`src/rtl/traffic_pkg.sv`:
```
// Shared definitions for the highway/country traffic sequencer:
// state encodings, one-hot light codes, default durations and light decode.
package traffic_pkg;

  // State encodings. Adjacent states differ by one bit.
  localparam logic [1:0] ST_HG = 2'b00;  // highway green
  localparam logic [1:0] ST_HY = 2'b01;  // highway yellow
  localparam logic [1:0] ST_SG = 2'b11;  // side (country) green
  localparam logic [1:0] ST_SY = 2'b10;  // side (country) yellow

  // One-hot {R,Y,G} light codes
  localparam logic [2:0] LIGHT_R = 3'b100;
  localparam logic [2:0] LIGHT_Y = 3'b010;
  localparam logic [2:0] LIGHT_G = 3'b001;

  // Default durations in seconds
  localparam logic [3:0] DEF_COUNTRY_SEC = 4'd5;
  localparam logic [3:0] DEF_YELLOW_SEC  = 4'd3;
  localparam logic [3:0] HWY_MIN_SEC     = 4'd10;

  typedef struct packed {
    logic [2:0] highway;
    logic [2:0] country;
  } lights_t;

  // A zero duration would make a state vanish; treat it as one second.
  function automatic logic [3:0] clamp_dur(input logic [3:0] d);
    return (d == 4'd0) ? 4'd1 : d;
  endfunction

  // Light pattern shown in each state
  function automatic lights_t decode_lights(input logic [1:0] st);
    lights_t l;
    case (st)
      ST_HG:   begin l.highway = LIGHT_G; l.country = LIGHT_R; end
      ST_HY:   begin l.highway = LIGHT_Y; l.country = LIGHT_R; end
      ST_SG:   begin l.highway = LIGHT_R; l.country = LIGHT_G; end
      ST_SY:   begin l.highway = LIGHT_R; l.country = LIGHT_Y; end
      default: begin l.highway = LIGHT_G; l.country = LIGHT_R; end
    endcase
    return l;
  endfunction

endpackage

```
`src/rtl/tick_gen.sv`:
```
// One-second prescaler: counts 0..TICK_DIV-1 and pulses tick for one cycle
// at the top count. clear restarts the count so a new state gets a full
// first second.
module tick_gen #(
  parameter int TICK_DIV = 50000000
) (
  input  logic clock,
  input  logic reset,
  input  logic clear,
  output logic tick
);

  localparam int            CW   = (TICK_DIV > 1) ? $clog2(TICK_DIV) : 1;
  localparam logic [CW-1:0] LAST = CW'(TICK_DIV - 1);

  logic [CW-1:0] count;

  // Free-running modulo-TICK_DIV counter with synchronous restart
  always_ff @(posedge clock or negedge reset) begin
    if (!reset) begin
      count <= '0;
    end else if (clear || (count == LAST)) begin
      count <= '0;
    end else begin
      count <= count + CW'(1);
    end
  end

  assign tick = (count == LAST);

endmodule

```
`src/rtl/traffic_sequencer.sv`:
```
// Highway/country-road traffic light sequencer. The highway stays green
// until a country car is seen and the minimum green time has elapsed; the
// country road gets green until its car leaves or its time runs out.
//
// Configuration strobe: data_country/data_yellow are captured on any rising
// edge with load=1 (no handshake, always accepted). Captured values wait in
// pending registers and become active only when a state transition is
// taken, so a running state never sees its duration change.
module traffic_sequencer
  import traffic_pkg::*;
#(
  parameter int         TICK_DIV    = 50000000,
  parameter logic [3:0] HWY_MIN     = HWY_MIN_SEC,
  parameter logic [3:0] DEF_COUNTRY = DEF_COUNTRY_SEC,
  parameter logic [3:0] DEF_YELLOW  = DEF_YELLOW_SEC
) (
  input  logic       clock,
  input  logic       reset,
  input  logic       load,
  input  logic [3:0] data_country,
  input  logic [3:0] data_yellow,
  input  logic       car,
  output logic [1:0] state,
  output logic [2:0] highway_light,
  output logic [2:0] country_light,
  output logic [3:0] current_time
);

  logic       car_meta;
  logic       car_sync;
  logic       tick;
  logic       take;
  logic [1:0] next_state;
  logic [3:0] pend_country, pend_yellow;
  logic [3:0] act_country, act_yellow;
  logic [3:0] load_country, load_yellow;
  lights_t    lights;

  assign load_country = clamp_dur(data_country);
  assign load_yellow  = clamp_dur(data_yellow);

  // Two-flop synchronizer for the asynchronous car sensor
  always_ff @(posedge clock or negedge reset) begin
    if (!reset) begin
      car_meta <= 1'b0;
      car_sync <= 1'b0;
    end else begin
      car_meta <= car;
      car_sync <= car_meta;
    end
  end

  tick_gen #(.TICK_DIV(TICK_DIV)) u_tick_gen (
    .clock (clock),
    .reset (reset),
    .clear (take),
    .tick  (tick)
  );

  // Transition conditions, evaluated every cycle from the registered state
  always_comb begin
    next_state = state;
    case (state)
      ST_HG: if (car_sync && (current_time >= HWY_MIN))       next_state = ST_HY;
      ST_HY: if (current_time >= act_yellow)                  next_state = ST_SG;
      ST_SG: if (!car_sync || (current_time >= act_country))  next_state = ST_SY;
      ST_SY: if (current_time >= act_yellow)                  next_state = ST_HG;
      default:                                                next_state = ST_HG;
    endcase
  end

  assign take = (next_state != state);

  // State register and seconds-in-state counter; a transition wins over a tick
  always_ff @(posedge clock or negedge reset) begin
    if (!reset) begin
      state        <= ST_HG;
      current_time <= 4'd0;
    end else if (take) begin
      state        <= next_state;
      current_time <= 4'd0;
    end else if (tick && (current_time != 4'd15)) begin
      current_time <= current_time + 4'd1;
    end
  end

  // Pending/active duration registers; a load coinciding with a transition
  // goes straight into the state being entered
  always_ff @(posedge clock or negedge reset) begin
    if (!reset) begin
      pend_country <= DEF_COUNTRY;
      pend_yellow  <= DEF_YELLOW;
      act_country  <= DEF_COUNTRY;
      act_yellow   <= DEF_YELLOW;
    end else begin
      if (load) begin
        pend_country <= load_country;
        pend_yellow  <= load_yellow;
      end
      if (take) begin
        act_country <= load ? load_country : pend_country;
        act_yellow  <= load ? load_yellow  : pend_yellow;
      end
    end
  end

  assign lights        = decode_lights(state);
  assign highway_light = lights.highway;
  assign country_light = lights.country;

endmodule

```
`config.mk`:
```
export PLATFORM = sky130hd
export DESIGN_NAME = traffic_sequencer
export DESIGN_NICKNAME = d
export VERILOG_FILES = /design/src/rtl/traffic_pkg.sv /design/src/rtl/tick_gen.sv /design/src/rtl/traffic_sequencer.sv
export SDC_FILE = /design/constraint.sdc
export NUM_CORES = 1
export LEC_CHECK = 0
export ABC_AREA = 1
export ABC_CLOCK_PERIOD_IN_PS = 3700
export CAP_MARGIN = 20
export CORE_ASPECT_RATIO = 1.75
export CORE_MARGIN = 2
export CORE_UTILIZATION = 30
export CTS_BUF_LIST = sky130_fd_sc_hd__clkbuf_2 sky130_fd_sc_hd__clkbuf_4 sky130_fd_sc_hd__clkbuf_8
export DETAILED_ROUTE_END_ITERATION = 12
export GPL_TIMING_DRIVEN = 0
export MAX_ROUTING_LAYER = met4
export RECOVER_POWER = 100
export SKIP_CTS_REPAIR_TIMING = 1
export SLEW_MARGIN = 30
export SYNTH_ARGS = -nofsm -noshare
export SYNTH_HDL_FRONTEND = slang
export SYNTH_SLANG_ARGS = --single-unit
```
`constraint.sdc`:
```
create_clock -name clock -period 3.7 [get_ports clock]
set_input_delay 0.555 -clock clock [delete_from_list [all_inputs] [get_ports clock]]
set_output_delay 0.555 -clock clock [all_outputs]
set_load 0.1 [all_outputs]
```
==> metrics.txt <==
vias per std cell=4.52; headroom to the max-slew limit=-0.764; Tcrit/Tclk final=0.779; CTS clk-pin slew, worst paths=90 ps; final wirelength=6.07 mm; drt first pass iters=4; WP data arrival=2330 ps; number of clock buffers inserted by TritonCTS=5; # setup viols final=0; Slew Viols, Final=51; diodes inserted=0; sw power=0.218 mW; Pleak=1.58 nW; Synth top area share=0.370; synthesized cell area=0.00284 sq mm; initial antenna violation count=0; leading area contributor after synthesis=dfrtp_1; Die X-Extent=77.6 microns; RSZ-0062 raised after global routing=false; Die Span Y=133 microns; Final Wtd Congestion=0.896; status=complete, but fails checks; Finished Core Util=0.350; final worst path period need=2880 ps; Max Fclk=347 MHz; critical path class=reg2out; Hold WC Path Type=reg2reg; XOR/XNOR share of the synthesized area=0.0616; root buffer cell=clkbuf_8; post-synthesis simple-gate area fraction=0.334; layout cells sized above 1=0.107; syn avg cell area=7.87 sq um; Max VDD drop=0.117 mV; Routed wire per std cell=11.8 microns; gr ovfl total=0; first-pass GRT wire length=10.7 mm; clock network power share=0.354; initial DRC count=64; CP peak stage delay=1240 ps; Max FO, Critical Path=8; Switching Share=0.236; P&R area growth vs syn=15.0%; CP endpoint kind=output pin; initial core utilization=0.304; Worst Tran Pin Value=2650 ps; critical path required time=3140 ps; Ys Warns=0; DR vias=2329; H-tree Lvls=2; vias in the first global route=2396; area of the core=0.00935 sq mm; CTS sink cnt=50; Post-Syn Nets=384; PD cells=283 mW/mm^2; Hold Violations, Final=0; post-route ant nets=0; mux cell area share after synthesis=0; GRT Overall Usage=0.135; synthesized flop and latch total=50; CP Cell Sequence=inv_1 -> nor2_1 -> dlygate4sd3_1; Int Pwr=0.705 mW; IO Pins=24; Synth Area in Adders=0.0484; dpl hpwl=4.70 mm; largest net degree at the start of global routing=51; sequential share of the synthesized area=0.444; CTS tree=done; Cell Rows=47; part of the power in combinational logic=0.039; failing checks=max-capacitance violations, max-slew violations; # DRC=0; final hold slack=356 ps; dominant cells by area after synthesis=dfrtp_1, nand2_1, dfstp_2; total negative slack=0 ps; combinational family with the most area after synthesis=simple AND/OR/NAND/NOR gates; CP max-delay cell=dlygate4sd3_1; die area=0.0103 sq mm; Synth Area in Compound Gates=0.0260; MaxCap Viol Count=1; Max clock buf depth=2; startpoint types=register; PortBufs=23; Clock Latency Late Sink=320 ps; Fin Clk Skew=14.2 ps; Seq pwr share=0.608; Netlist cell types=24; post-synthesis cell count=361; nets=415
==> cells in the mapped netlist <==
cell type	count
nor2_2	22
a21oi_1	1
nand4_1	9
nor2_1	47
xor2_1	13
o211ai_1	1
nand3b_1	1
o21ai_0	9
dfstp_2	8
ha_1	11
nand2_4	2
clkbuf_1	2
nand3_1	24
nand2_1	93
buf_6	3
inv_1	53
xnor2_1	7
nand4_2	1
o21ai_4	1
inv_2	1
nand3_4	1
dfrtp_1	42
nor3b_1	2
nor3_1	7
==> state kept, by name, indices dropped and copies added (netlist names) <==
register,flops
u_tick_gen.count,26
act_country,4
act_yellow,4
current_time,4
pend_country,4
pend_yellow,4
state,2
car_meta,1
car_sync,1
==> cell type report <==
class	instances	area, sq um
clock buffer	5	68.8
sequential	50	1260
fill	964	6080
tap	122	153
buffer	5	18.8
clock inverter	3	21.3
timing repair buffer	24	231
multi-input combinational	252	1310
inverter	54	203
==> power by group through the flow <==
stage | logic (mW) | registers (mW) | clock network, mW
2_1_floorplan | 0.0113 | 0.571 | 0
3_3_place_gp | 0.0382 | 0.572 | 0
3_5_place_dp | 0.0420 | 0.572 | 0
4_1_cts | 0.0419 | 0.561 | 0.343
5_1_grt | 0.0416 | 0.562 | 0.358
6_report | 0.0359 | 0.561 | 0.327
==> worst max-delay path, delay by kind of cell (launching register included) <==
| family | cells | cell delay, ps |
|---|---|---|
| flip-flops | 1 | 480 |
| buffers and inverters | 2 | 1320 |
| AND/OR/NAND/NOR | 1 | 210 |
==> final timing paths <==
| kind | startpoint | to | slack (ps) | cells past startpoint |
|---|---|---|---|---|
| worst min register to register | car_meta | car_sync | 360 | 0 |
| worst max register to register | current_time[0] | u_tick_gen.count[10] | 1020 | 15 |
| max in group asynchronous | reset | u_tick_gen.count[21] | 1020 | 2 |
| min in group asynchronous | reset | car_sync | 1170 | 2 |
| worst min-delay path | car_meta | car_sync | 360 | 0 |
| worst max-delay path | state[0] | highway_light[1] | 820 | 3 |
==> routing by layer <==
metal | global-route usage | vias to the layer above | share of wire
met3 | 0.0171 | 27 | 0.019
met5 | - | - | 0
met4 | 0.108 | 0 | 0.077
met2 | 0.243 | 42 | 0.54
li1 | - | 1177 | -
met1 | 0.124 | 1083 | 0.37
==> per-stage QoR <==
| step | setup WS, ps | std cells | area [sq um] | power [mW] |
|---|---|---|---|---|
| floorplan | 407 | 361 | 2840 | 0.582 |
| global placement | 583 | 506 | 3230 | 0.610 |
| detailed placement | 1210 | 507 | 3250 | 0.614 |
| CTS | 855 | 515 | 3340 | 0.946 |
| global route | 406 | 515 | 3270 | 0.962 |
| finish | 819 | 515 | 3270 | 0.923 |
==> logic make-up after synthesis <==
kind of cell,count (synthesis)
simple gates,209
buf+inv,59
flops,50
xor+xnor,20
compound gates,12
fa+ha+maj,11
==> cell usage in the layout, fill, tap and decap left out <==
cell,netlist,routed
o21ai_0,9,9
inv_2,1,1
nor2_2,22,23
clkbuf_1,2,6
a21oi_1,1,1
clkbuf_8,0,5
dfstp_2,8,7
inv_1,53,53
clkinv_2,0,1
nand2_1,93,95
nand3_1,24,25
dfstp_1,0,1
clkinvlp_4,0,1
nor3b_1,2,2
o21ai_4,1,1
nand3b_1,1,1
nor3_1,7,7
ha_1,11,11
clkinv_4,0,1
clkbuf_4,0,1
nand4_2,1,1
xor2_1,13,13
nor2_1,47,46
xnor2_1,7,7
dlygate4sd3_1,0,14
o211ai_1,1,1
clkdlybuf4s50_1,0,8
nand4_1,9,9
dfrtp_1,42,42
(Power assumes the default switching activity.)
